### config.mk
export PLATFORM = sky130hd
export DESIGN_NAME = comp_scheduler
export DESIGN_NICKNAME = d
export VERILOG_FILES = /design/src/rtl/crc_pkg.sv /design/src/rtl/comp_scheduler_rr_task_select.sv /design/src/rtl/comp_scheduler.sv
export SDC_FILE = /design/constraint.sdc
export NUM_CORES = 1
export LEC_CHECK = 0
export ABC_AREA = 1
export CORE_UTILIZATION = 50
export CTS_CLUSTER_DIAMETER = 150
export CTS_CLUSTER_SIZE = 10
export DETAILED_ROUTE_END_ITERATION = 16
export PLACE_DENSITY = 0.72
export SLEW_MARGIN = 10
export SYNTH_ARGS = -nofsm -noshare
export SYNTH_HDL_FRONTEND = slang
export SYNTH_HIERARCHICAL = 1
export SYNTH_SLANG_ARGS = --single-unit
### constraint.sdc
create_clock -name clk -period 10.5 [get_ports clk]
set_input_delay 2.625 -clock clk [delete_from_list [all_inputs] [get_ports clk]]
set_output_delay 2.625 -clock clk [all_outputs]
set_load 0.05 [all_outputs]
### src/rtl/crc_pkg.sv
// Shared CRC checker definitions: task-table sizing, scheduler state encoding
// and the per-task redundancy mode used by the compare scheduler.
package crc_pkg;

  localparam int CRC_KEY_SIZE  = 16;
  localparam int CRC_KEY_WIDTH = 4;
  localparam int CRC_DEPTH     = 10;
  localparam int CRC_NUM_CORES = 3;

  typedef enum logic [1:0] {
    SCHED_IDLE       = 2'd0,
    SCHED_COMPARE    = 2'd1,
    SCHED_INC_TAIL   = 2'd2,
    SCHED_RESET_TASK = 2'd3
  } sched_state_e;

  typedef enum logic {
    MODE_TMR = 1'b0,
    MODE_DMR = 1'b1
  } task_mode_e;

  // Core 2 only takes part in the vote when the task runs triple-redundant.
  function automatic logic core_required(input task_mode_e mode, input logic [1:0] core);
    return (core < 2'd2) || (core == 2'd2 && mode == MODE_TMR);
  endfunction

endpackage

### src/rtl/comp_scheduler_rr_task_select.sv
// Round-robin selector: first ready task searching upward from last + 1,
// wrapping around so the last served task is considered last.
module rr_task_select #(
  parameter int NUM_TASKS = 16,
  parameter int KEY_W     = 4
) (
  input  logic [NUM_TASKS-1:0] ready,
  input  logic [KEY_W-1:0]     last,
  output logic [KEY_W-1:0]     grant,
  output logic                 grant_vld
);

  always_comb begin
    logic [KEY_W-1:0] sel;
    grant     = '0;
    grant_vld = 1'b0;
    sel       = '0;
    for (int i = 1; i <= NUM_TASKS; i++) begin
      sel = KEY_W'((int'(last) + i) % NUM_TASKS);
      if (!grant_vld && ready[sel]) begin
        grant_vld = 1'b1;
        grant     = sel;
      end
    end
  end

endmodule

### src/rtl/comp_scheduler.sv
// Fingerprint compare scheduler: tracks pending fingerprints per task and core,
// and sequences compare / tail-increment / task-reset handshakes for ready tasks.
module comp_scheduler
  import crc_pkg::*;
#(
  parameter int NUM_TASKS = CRC_KEY_SIZE,
  parameter int KEY_W     = CRC_KEY_WIDTH,
  parameter int DEPTH     = CRC_DEPTH
) (
  input  logic                 clk,
  input  logic                 comp_reset_task_ack,
  input  logic                 push_valid,
  input  logic [KEY_W-1:0]     push_task,
  input  logic [1:0]           push_core,
  input  logic                 mode_write,
  input  logic [KEY_W-1:0]     mode_task,
  input  logic                 mode_dmr,
  output logic                 cmp_req,
  output logic [KEY_W-1:0]     cmp_task,
  input  logic                 cmp_ack,
  input  logic                 cmp_mismatch,
  output logic                 inc_tail_req,
  output logic [KEY_W-1:0]     inc_tail_task,
  input  logic                 inc_tail_ack,
  output logic                 rst_task_req,
  output logic [KEY_W-1:0]     rst_task_id,
  input  logic                 rst_task_done,
  output logic                 mismatch_pulse,
  output logic [KEY_W-1:0]     mismatch_task,
  output logic [NUM_TASKS-1:0] overflow
);

  localparam int               CNT_W   = $clog2(DEPTH + 1);
  localparam logic [CNT_W-1:0] CNT_MAX = CNT_W'(DEPTH);

  sched_state_e         state;
  logic [KEY_W-1:0]     cur_task;
  logic [KEY_W-1:0]     last_task;
  logic [CNT_W-1:0]     cnt     [CRC_NUM_CORES][NUM_TASKS];
  task_mode_e           mode_q  [NUM_TASKS];
  logic [NUM_TASKS-1:0] inc_vec [CRC_NUM_CORES];
  logic [NUM_TASKS-1:0] dec_vec;
  logic [NUM_TASKS-1:0] clr_vec;
  logic [NUM_TASKS-1:0] ovf_set;
  logic [NUM_TASKS-1:0] ready;
  logic [KEY_W-1:0]     grant;
  logic                 grant_vld;

  always_comb begin
    ready = '1;
    for (int t = 0; t < NUM_TASKS; t++) begin
      for (int c = 0; c < CRC_NUM_CORES; c++) begin
        if (core_required(mode_q[t], 2'(c)) && cnt[c][t] == '0) begin
          ready[t] = 1'b0;
        end
      end
    end
  end

  rr_task_select #(
    .NUM_TASKS (NUM_TASKS),
    .KEY_W     (KEY_W)
  ) u_rr_task_select (
    .ready     (ready),
    .last      (last_task),
    .grant     (grant),
    .grant_vld (grant_vld)
  );

  // Per-cycle counter events; core 3 pushes belong to no compare group.
  always_comb begin
    dec_vec = '0;
    clr_vec = '0;
    ovf_set = '0;
    for (int c = 0; c < CRC_NUM_CORES; c++) begin
      inc_vec[c] = '0;
      if (push_valid && push_core == 2'(c)) begin
        inc_vec[c][push_task] = 1'b1;
      end
    end
    if (state == SCHED_INC_TAIL && inc_tail_ack) begin
      dec_vec[cur_task] = 1'b1;
    end
    if (state == SCHED_RESET_TASK && rst_task_done) begin
      clr_vec[cur_task] = 1'b1;
    end
    for (int t = 0; t < NUM_TASKS; t++) begin
      for (int c = 0; c < CRC_NUM_CORES; c++) begin
        if (inc_vec[c][t] && !dec_vec[t] && !clr_vec[t] && cnt[c][t] == CNT_MAX) begin
          ovf_set[t] = 1'b1;
        end
      end
    end
  end

  // A push that meets a decrement cancels out; a clear always wins.
  always_ff @(posedge clk or posedge comp_reset_task_ack) begin
    if (comp_reset_task_ack) begin
      for (int c = 0; c < CRC_NUM_CORES; c++) begin
        for (int t = 0; t < NUM_TASKS; t++) begin
          cnt[c][t] <= '0;
        end
      end
    end else begin
      for (int c = 0; c < CRC_NUM_CORES; c++) begin
        for (int t = 0; t < NUM_TASKS; t++) begin
          if (clr_vec[t]) begin
            cnt[c][t] <= '0;
          end else if (inc_vec[c][t] && !dec_vec[t]) begin
            if (cnt[c][t] != CNT_MAX) begin
              cnt[c][t] <= cnt[c][t] + CNT_W'(1);
            end
          end else if (dec_vec[t] && !inc_vec[c][t] && cnt[c][t] != '0) begin
            cnt[c][t] <= cnt[c][t] - CNT_W'(1);
          end
        end
      end
    end
  end

  always_ff @(posedge clk or posedge comp_reset_task_ack) begin
    if (comp_reset_task_ack) begin
      overflow <= '0;
      for (int t = 0; t < NUM_TASKS; t++) begin
        mode_q[t] <= MODE_TMR;
      end
    end else begin
      overflow <= overflow | ovf_set;
      if (mode_write) begin
        mode_q[mode_task] <= task_mode_e'(mode_dmr);
      end
    end
  end

  always_ff @(posedge clk or posedge comp_reset_task_ack) begin
    if (comp_reset_task_ack) begin
      state          <= SCHED_IDLE;
      cur_task       <= '0;
      last_task      <= KEY_W'(NUM_TASKS - 1);
      cmp_req        <= 1'b0;
      cmp_task       <= '0;
      inc_tail_req   <= 1'b0;
      inc_tail_task  <= '0;
      rst_task_req   <= 1'b0;
      rst_task_id    <= '0;
      mismatch_pulse <= 1'b0;
      mismatch_task  <= '0;
    end else begin
      mismatch_pulse <= 1'b0;
      case (state)
        SCHED_IDLE: begin
          if (grant_vld) begin
            state     <= SCHED_COMPARE;
            cur_task  <= grant;
            last_task <= grant;
            cmp_req   <= 1'b1;
            cmp_task  <= grant;
          end
        end
        SCHED_COMPARE: begin
          if (cmp_ack) begin
            cmp_req <= 1'b0;
            if (!cmp_mismatch) begin
              state         <= SCHED_INC_TAIL;
              inc_tail_req  <= 1'b1;
              inc_tail_task <= cur_task;
            end else begin
              state          <= SCHED_RESET_TASK;
              mismatch_pulse <= 1'b1;
              mismatch_task  <= cur_task;
              rst_task_req   <= 1'b1;
              rst_task_id    <= cur_task;
            end
          end
        end
        SCHED_INC_TAIL: begin
          if (inc_tail_ack) begin
            inc_tail_req <= 1'b0;
            state        <= SCHED_IDLE;
          end
        end
        SCHED_RESET_TASK: begin
          if (rst_task_done) begin
            rst_task_req <= 1'b0;
            state        <= SCHED_IDLE;
          end
        end
      endcase
    end
  end

endmodule

# == Word level (Yosys, flattened, before mapping) ==
# Cells that the tools add are included.
# totals
ram_bits,0
output_inout_bits,36
n_memories,0
mem_bits_ro,0
reg_bits,246
wordCells,1344
latch_bits,0
in_bits,19
# op_classes
order_cmp,22
addsub,112
div_mod_pow,0
n_eq_ne,155
mux,384
bitwise_logic,19
reduce_logical,578
n_shift,0
mul,0
# ops
op,count
4-bit 2-to-1 mux,208
1-bit logical AND,279
"4-bit by 1-bit adder with 4-bit output, second input constant",50
"4-bit == test, second input constant",48
4-bit logical NOT,48
"4-bit inequality test, second input constant",48
4-bit nonzero test,48
"4-bit by 1-bit subtractor with 4-bit output, second input constant",48
"3-bit by 2-bit inequality test with 1-bit output, second input constant",48
3-bit nonzero test,48
1-bit 2-to-1 mux,143
2-bit AND reduction,49
1-bit logical NOT,95
"4-bit by 5-bit less-than comparator with 1-bit output, second input constant",18
16-bit 2-to-1 mux,5
1-bit binary-select mux with 4-bit select,16
"4-bit adder, second input constant",8
1-bit inverter,17
"4-bit by 3-bit adder with 4-bit output, second input constant",4
16-bit bitwise mux,1
16-bit bitwise OR,1
1-bit demux with 4-bit select,3
"2-bit inequality test, second input constant",6
4-bit AND reduction,3
13 further kinds,28

# == Depth between registers and ports, before layout ==
# Gate-level depths: netlist of run 1.
# logic_depth
ltp_word,54
mapped_depth,23
mapped_depth_nobuf,23

# == Hierarchy ==
# The synthesis of run 1 kept the hierarchy.
# by_module_without_submodules
mod,cells_each,area_per_inst_um2,instances,seq_area_each_um2
comp_scheduler,2813,18499.0,1,6160.9
rr_task_select,345,1805.5,1,0.0

# == Least setup slack after synthesis of run 1 ==
# OpenSTA, ideal clock, no wires.
# synth_timing
kind,input to register
start,input push_core[0]
end,register cnt[31] (netlist bit)
path_stages,13
setup_time_ns,0.121
path_buffers,1
setup_slack_ns,6.104
required_time_ns,10.379
arrival_ns,4.275
cell_sequence,inv_1 > nand3_1 > inv_1 > buf_2 > nand3_1 > ha_1 > a21oi_1 > nand2_1 > nand2_1 > nand2_1 > xor2_1 > nand2_1 > o21ai_1
# synth_via
elab_chain_len,8
word_cells_on_any_way,12
cone_classes,2 x eq/ne; 3 x mux; 7 x reduce/logical
# synth_rtl
item,line_no,source
start: declaration,comp_scheduler.sv:14,"input logic [1:0] push_core,"
2-bit == test *,comp_scheduler.sv:77,if (push_valid && push_core == 2'(c)) begin
1-bit logical AND *,comp_scheduler.sv:77,
16-bit 2-to-1 mux *,comp_scheduler.sv:77,
1-bit logical NOT,comp_scheduler.sv:113,end else if (dec_vec[t] && !inc_vec[c][t] && cnt[c][t] != '0) begin
1-bit logical AND (2 in series),comp_scheduler.sv:113,
3-bit nonzero test (no line),-,
2-bit AND reduction (no line),-,
end signal: indexed assignment,comp_scheduler.sv:111,cnt[c][t] <= cnt[c][t] + CNT_W'(1);
end signal: indexed assignment,comp_scheduler.sv:114,cnt[c][t] <= cnt[c][t] - CNT_W'(1);
end: declaration,comp_scheduler.sv:39,logic [CNT_W-1:0] cnt [CRC_NUM_CORES][NUM_TASKS];
# Every way passes the cells marked *; elsewhere a longest branch is shown, timed or not.
# A chain may end at the register's enable or synchronous reset.

# == Final worst setup path of run 1 ==
# layout_timing
start,input push_core[1]
end,register cnt[31] (netlist bit)
# The elaborated chain is that of the path after synthesis.

==> metrics.cfg, run 1 <==
[run_status]
status=finished clean

[synth]
synth_commonest_cells=nand2_1, nand3_1, inv_1
syn_nets=3288
synth_area_leaders=dfrtp_1, nand2_1, nand3_1, inv_1, ha_1
yosys.area.top_type=dfrtp_1
syn_area_per_cell_sq_um=6.43
yosysUniqueCellTypes=49
synth_edf_count=0
synth-seq-area-share=0.303
ys_ff_latch=246
synth_top_area_share=0.298
ys_async_sr_fraction=1.00
netlist_instances=3158
synth_warnings=6
synth_area_sq_um=20300
synthMostInstantiatedCell=nand2_1
synth_ff_type=dfrtp_1

[global_route]
overflow=0
grt_pass1_wl_mm=94.6
grt_pass1_vias=19601
grt_max_degree=173
antenna_found_initial=0
grt_use_total=0.277

[power]
clockPowerShare=0.135
leakage_nw=11.6
power_frac_comb=0.595
intPower_w=0.00323
peakVddDrop_v=0.000175
power.density_nw_per_um2=305
power_frac_seq=0.270
switching_share=0.522
switchingPower_w=0.00353

[drt]
wl_met1_mm=24.7
post_drt_wl_per_cell_um=15.3
drtIter0Drc=1691
first_pass_iters=6
ant_nets=0
num_vias=20818
drt-vias-per-instance=5.55
met3_length_mm=3.89
drcViolationCount=0
top_layer=met4
dr_wl_met2_mm=26.7
routed_wl_mm=57.3

[setup_path]
end_kind=flop
r2r_cells=20
r2r_start=last_task[1]$_DFFE_PP1P_
crit_arrival_ns=6.18
path_cells=clkdlybuf4s50_1, nand3_1, inv_1, buf_4, nand3_1, ha_1, a21oi_1, nand2_1, nand2_1, nand2_1, xor2_1, nand2_1, o21ai_1
cpPeakStageDelay_ns=0.88
crit_path_start_kind=input port
cp_data_required_time_ns=10.95
cp_slowest_cell=nand3_1
reg2reg_setup_slack_ns=5.66
worstSetupPathType=in2reg
path_common_cell=nand2_1
worstPathMaxFanout=15
r2r-end=cur_task[0]$_DFFE_PP0P_

[floorplan]
die_area_sq_um=41400
ios=55
fp.dieH_um=204
initial_core_util=0.509
core_area_sq_um=39900
rows=73
die_w_um=204

[final_layout]
final_area_sq_um=22200
drive_above_1_share=0.0381
nets=3350
n_antenna_cell=0
area_growth_syn_to_layout_pct=9.18

[cts]
cts_tree=done
path_clk_slew_ns=0.06
cts_made_buffers=28
post_cts_resized=0
clock_sinks=246
htree_levels=1
postCtsSetupRepairBufs=0
clock_path_buffers=3
root_buffer=clkbuf_16
worstSkewPairLatency_ns=0.56
ctsHoldBuffers=0

[placement]
place_congestion=0.982
port_buffers=54
dpl-instance-area_sq_um=21400
dp_slack_ns=4.31
hpwl_mm=43.1

[hold_path]
hold_path_class=reg2reg
holdPathEnd=cnt[187]$_DFFE_PP0P_
hp-start=cnt[187]$_DFFE_PP0P_
min_delay_path_depth=2

[sta]
clock_skew_ns=0.0187
drv_slew=0
post-route-min-period_ns=5.73
worstMarginPinSlew_ns=1.23
fmax_mhz=174
setup_ws_ns=4.77
setup_violations=0
slew_headroom=0.174
hold_viol=0
period_share=0.546
finalSetupTns_ns=0
rsz0062_at_grt=no

[run]
maxCapViolCount=0

-- cells by family after synthesis --
logic type                 after synthesis  synth area share
and+or+nand+nor                       1999             0.432
buffers and inverters                  500            0.0964
AOI/OAI and AO/OA                      220            0.0607
xor gates and xnor gates                82            0.0365
DFF                                    246             0.303
adders and majority gates              111            0.0710
-- sequential cells by signal (all words and copies together), names as in the netlist --
register        flops
last_task           4
inc_tail_req        1
mismatch_task       4
cur_task            4
mismatch_pulse      1
inc_tail_task       4
cnt               192
rst_task_req        1
state               2
overflow           16
cmp_req             1
mode_q             16
-- layer usage --
layer,vias up,track usage
li1,10296,-
met1,9683,0.361
met2,703,0.471
met3,136,0.0401
met4,0,0.0934
met5,-,0
-- cells in the final DEF, fill, tap and decap left out, types with 19 or more instances in the layout --
cell type and count:
nand2_1 1010, a21oi_1 64, ha_1 104, o21ai_0 84, clkdlybuf4s50_1 54, inv_2 21, o21ai_1 21, xor2_1 65
nor3_1 30, dfrtp_1 242, inv_1 449, clkbuf_16 29, nor2_1 280, nand3_1 494, nand4_1 52, nand2_2 19
nor4_1 29, nor2_2 23, nand3b_1 39
-- final cells by class --
cell class	count	area, sq um
clock buffers	37	756
repair buffers	59	591
well taps	525	657
multi-input cells	2412	12200
flip-flops and latches	246	6160
clock inverters	1	30.0
inverters	473	1790
fillers	3772	17700
-- critical path, delay by kind of cell --
kind / cells / cell delay (ns)
buffers and inverters: 3 / 1.44
XOR/XNOR: 1 / 0.13
adder cells (fa/ha/maj): 1 / 0.37
AO/OA/AOI/OAI: 2 / 0.26
AND/OR/NAND/NOR: 6 / 1.33
-- metrics by stage --
step | hold WS [ns] | std cells | util | power (W)
after floorplan | 0.449 | 3158 | - | 0.00478
final | 0.483 | 3753 | 0.555 | 0.00676
after CTS | 0.486 | 3753 | 0.555 | 0.00671
after global placement | 0.467 | 3715 | 0.536 | 0.00560
after detailed placement | 0.472 | 3715 | 0.536 | 0.00576
after global routing | 0.513 | 3753 | 0.555 | 0.00738
-- power groups by stage --
stage	combinational [W]	sequential (W)	clock (W)
after global placement	0.00380	0.00180	0
final	0.00402	0.00183	0.000912
after global routing	0.00453	0.00188	0.000967
after floorplan	0.00303	0.00175	0
after CTS	0.00397	0.00181	0.000932
after detailed placement	0.00394	0.00182	0
-- worst max-delay path by stage --
stage	from	slack (ns)	endpoint
final	push_core[1]	4.77	cnt[31]$_DFFE_PP0P_
after detailed placement	push_core[1]	4.31	cnt[31]$_DFFE_PP0P_
after global placement	push_valid	4.43	cnt[31]$_DFFE_PP0P_
after floorplan	comp_reset_task_ack	1.12	cmp_req$_DFFE_PP0P_
after CTS	push_core[1]	4.91	cnt[31]$_DFFE_PP0P_
after global routing	push_core[1]	4.58	cnt[31]$_DFFE_PP0P_
Power figures use the tool's default switching activity.
==> inputs of run 2 (changes only) <==
==> constraint.sdc (replaced) <==
create_clock -name clk -period 6 [get_ports clk]
set_input_delay 1.5 -clock clk [delete_from_list [all_inputs] [get_ports clk]]
set_output_delay 1.5 -clock clk [all_outputs]
set_load 0.05 [all_outputs]
==> run 2 against run 1 <==
  * Clock skew about the same
  * Worst hold slack better by 0.0034 ns
  * Critical endpoint is now cur_task[2]$_DFFE_PP0P_
  * Clock power up 78%
  * Sequential cell count unchanged
  * Sequential power up 75%
  * Total power up 75%
  * Clock-buffer cell count up 3
==> metrics.cfg, run 2 (synthesis gave the netlist of run 1 again) <==
[placement]
port_buffers=54  ; unchanged
dpl-instance-area_sq_um=21400  ; about the same
hpwl_mm=44.3  ; was 43.1 mm
place_congestion=0.977  ; was 0.982

[cts]
post_cts_resized=0  ; unchanged
cts_made_buffers=28  ; unchanged
clock_path_buffers=3  ; unchanged
worstSkewPairLatency_ns=0.57  ; was 0.56 ns
postCtsSetupRepairBufs=0  ; unchanged
path_clk_slew_ns=0.06  ; about the same
ctsHoldBuffers=0  ; unchanged
root_buffer=clkbuf_16  ; unchanged
htree_levels=1  ; unchanged
clock_sinks=246  ; unchanged
cts_tree=done  ; unchanged

[setup_path]
cp_data_required_time_ns=6.43  ; was 10.95 ns
crit_path_start_kind=flop  ; was input port
crit_arrival_ns=5.17  ; was 6.18 ns
end_kind=flop  ; unchanged
r2r_cells=20  ; unchanged
reg2reg_setup_slack_ns=1.27  ; was 5.66 ns
worstSetupPathType=reg2reg  ; was in2reg
worstPathMaxFanout=18  ; was 15
setup.worst_path.start=last_task[1]$_DFFE_PP1P_  ; was push_core[1]
r2r-end=cur_task[2]$_DFFE_PP0P_  ; was cur_task[0]$_DFFE_PP0P_
r2r_start=last_task[1]$_DFFE_PP1P_  ; unchanged

[sta]
clock_skew_ns=0.0189  ; was 0.0187 ns
post-route-min-period_ns=4.73
setup_violations=0  ; unchanged
drv_slew=0  ; unchanged
hold_viol=0  ; unchanged
period_share=0.789
fmax_mhz=211
rsz0062_at_grt=no  ; unchanged
worstMarginPinSlew_ns=1.20  ; was 1.23 ns
slew_headroom=0.195  ; was 0.174
finalSetupTns_ns=0  ; unchanged

[floorplan]
fp.dieH_um=204  ; unchanged
core_area_sq_um=39900  ; unchanged
ios=55  ; unchanged
die_area_sq_um=41400  ; unchanged
die_w_um=204  ; unchanged
initial_core_util=0.509  ; unchanged
rows=73  ; unchanged

[global_route]
grt_max_degree=137  ; was 173
antenna_found_initial=1  ; was 0
grt_pass1_wl_mm=95.0  ; was 94.6 mm
overflow=0  ; unchanged
grt_pass1_vias=19251  ; was 19.6k
grt_use_total=0.282  ; was 0.277

[hold_path]
min_delay_path_depth=2  ; unchanged
holdPathEnd=cnt[91]$_DFFE_PP0P_  ; was cnt[187]$_DFFE_PP0P_
hold_path_class=reg2reg  ; unchanged
hp-start=cnt[91]$_DFFE_PP0P_  ; was cnt[187]$_DFFE_PP0P_

[final_layout]
nets=3353  ; was 3350
regMostFlops=cnt  ; unchanged
largest_register_ffs=192  ; unchanged
area_growth_syn_to_layout_pct=9.42  ; was 9.18%
final_cell_mix=nand2_1, nand3_1, inv_1, nor2_1, dfrtp_1  ; unchanged
drive_above_1_share=0.0390  ; was 0.0381
layout_commonest_cell=nand2_1  ; unchanged
final_area_sq_um=22200  ; about the same
top_regs=cnt x192, mode_q x16, overflow x16  ; unchanged

[drt]
ant_nets=0  ; unchanged
drtIter0Drc=1808  ; was 1691
routed_wl_mm=58.4  ; was 57.3 mm
post_drt_wl_per_cell_um=15.5  ; was 15.3 um
first_pass_iters=8  ; was 6
num_vias=20984  ; was 20.8k
drcViolationCount=0  ; unchanged
drt-vias-per-instance=5.58  ; was 5.55

[run_status]
status=finished clean  ; unchanged

[power]
power_frac_comb=0.592  ; was 0.595
switchingPower_w=0.00615  ; was 0.00353 W
intPower_w=0.00566  ; was 0.00323 W
peakVddDrop_v=0.000334  ; was 0.000175 V
clockPowerShare=0.137  ; was 0.135
switching_share=0.521  ; was 0.522
leakage_nw=11.6  ; about the same
power.density_nw_per_um2=532  ; was 305 nW/um^2
power_frac_seq=0.271  ; was 0.270

[run]
maxCapViolCount=0  ; unchanged

## run 2: cell types whose count changed in the layout (fill, tap and decap cells not counted), sizes merged
| cell | change |
|---|---|
| inv | -1 |
| diode | +2 |
| clkbuf | +3 |
| buf | +3 |
| clkinvlp | +1 |
## run 2: metal layers
layer / wire [um] / global-route usage
met4: 2170 / 0.112
met3: 4560 / 0.0459
met2: 26700 / 0.462
met5: 0 / 0
met1: 25000 / 0.372
## run 2: final cells by class
class                      count  area, sq um
fill                        3794        17700
multi-input combinational   2412        12200
sequential                   246         6160
inverter                     473         1780
clock buffer                  40          767
tap                          525          657
timing repair buffer          62          626
clock inverter                 1         30.0
antenna                        2         5.00
## run 2: how the worst max path moves through the flow
stage               cells past startpoint                       to  slack [ns]
floorplan                               1      cmp_req$_DFFE_PP0P_        1.27
global placement                       20  cur_task[3]$_DFFE_PP0P_        1.64
detailed placement                     20  cur_task[1]$_DFFE_PP0P_        1.42
CTS                                    20  cur_task[1]$_DFFE_PP0P_        1.40
global route                           20  cur_task[2]$_DFFE_PP0P_        0.88
finish                                 20  cur_task[2]$_DFFE_PP0P_        1.27
## run 2: through the flow
stage               hold WS (ns)  total power [W]  worst slack, ns   util  instances
floorplan                  0.449          0.00837             1.27      -       3158
global placement           0.466          0.00982             1.64  0.537       3718
detailed placement         0.476           0.0100             1.42  0.537       3718
CTS                        0.492           0.0117             1.40  0.556       3759
global route               0.517           0.0129            0.876  0.557       3760
finish                     0.486           0.0118             1.27  0.557       3761
## run 2: worst max-delay path: stages (launching register included)
cell,delay [ns]
dfstp_2,0.75
inv_1,0.34
ha_1,0.55
inv_1,0.38
nand3_1,0.18
nand3_1,0.12
nand2_1,0.11
nand2_2,0.13
nand2_4,0.09
nor2_8,0.17
nand4_4,0.12
nor2_4,0.16
nand4_4,0.13
nor3_4,0.24
nand3_2,0.19
nor2_4,0.15
nand3_1,0.14
nand2_1,0.27
inv_1,0.18
nand2_1,0.11
o21ai_0,0.09
## run 2: power by group through the flow
stage | clock network (W) | registers [W] | logic, W
6_report | 0.00162 | 0.00320 | 0.00699
5_1_grt | 0.00171 | 0.00331 | 0.00792
4_1_cts | 0.00166 | 0.00318 | 0.00689
3_5_place_dp | 0 | 0.00319 | 0.00685
3_3_place_gp | 0 | 0.00317 | 0.00666
2_1_floorplan | 0 | 0.00307 | 0.00531
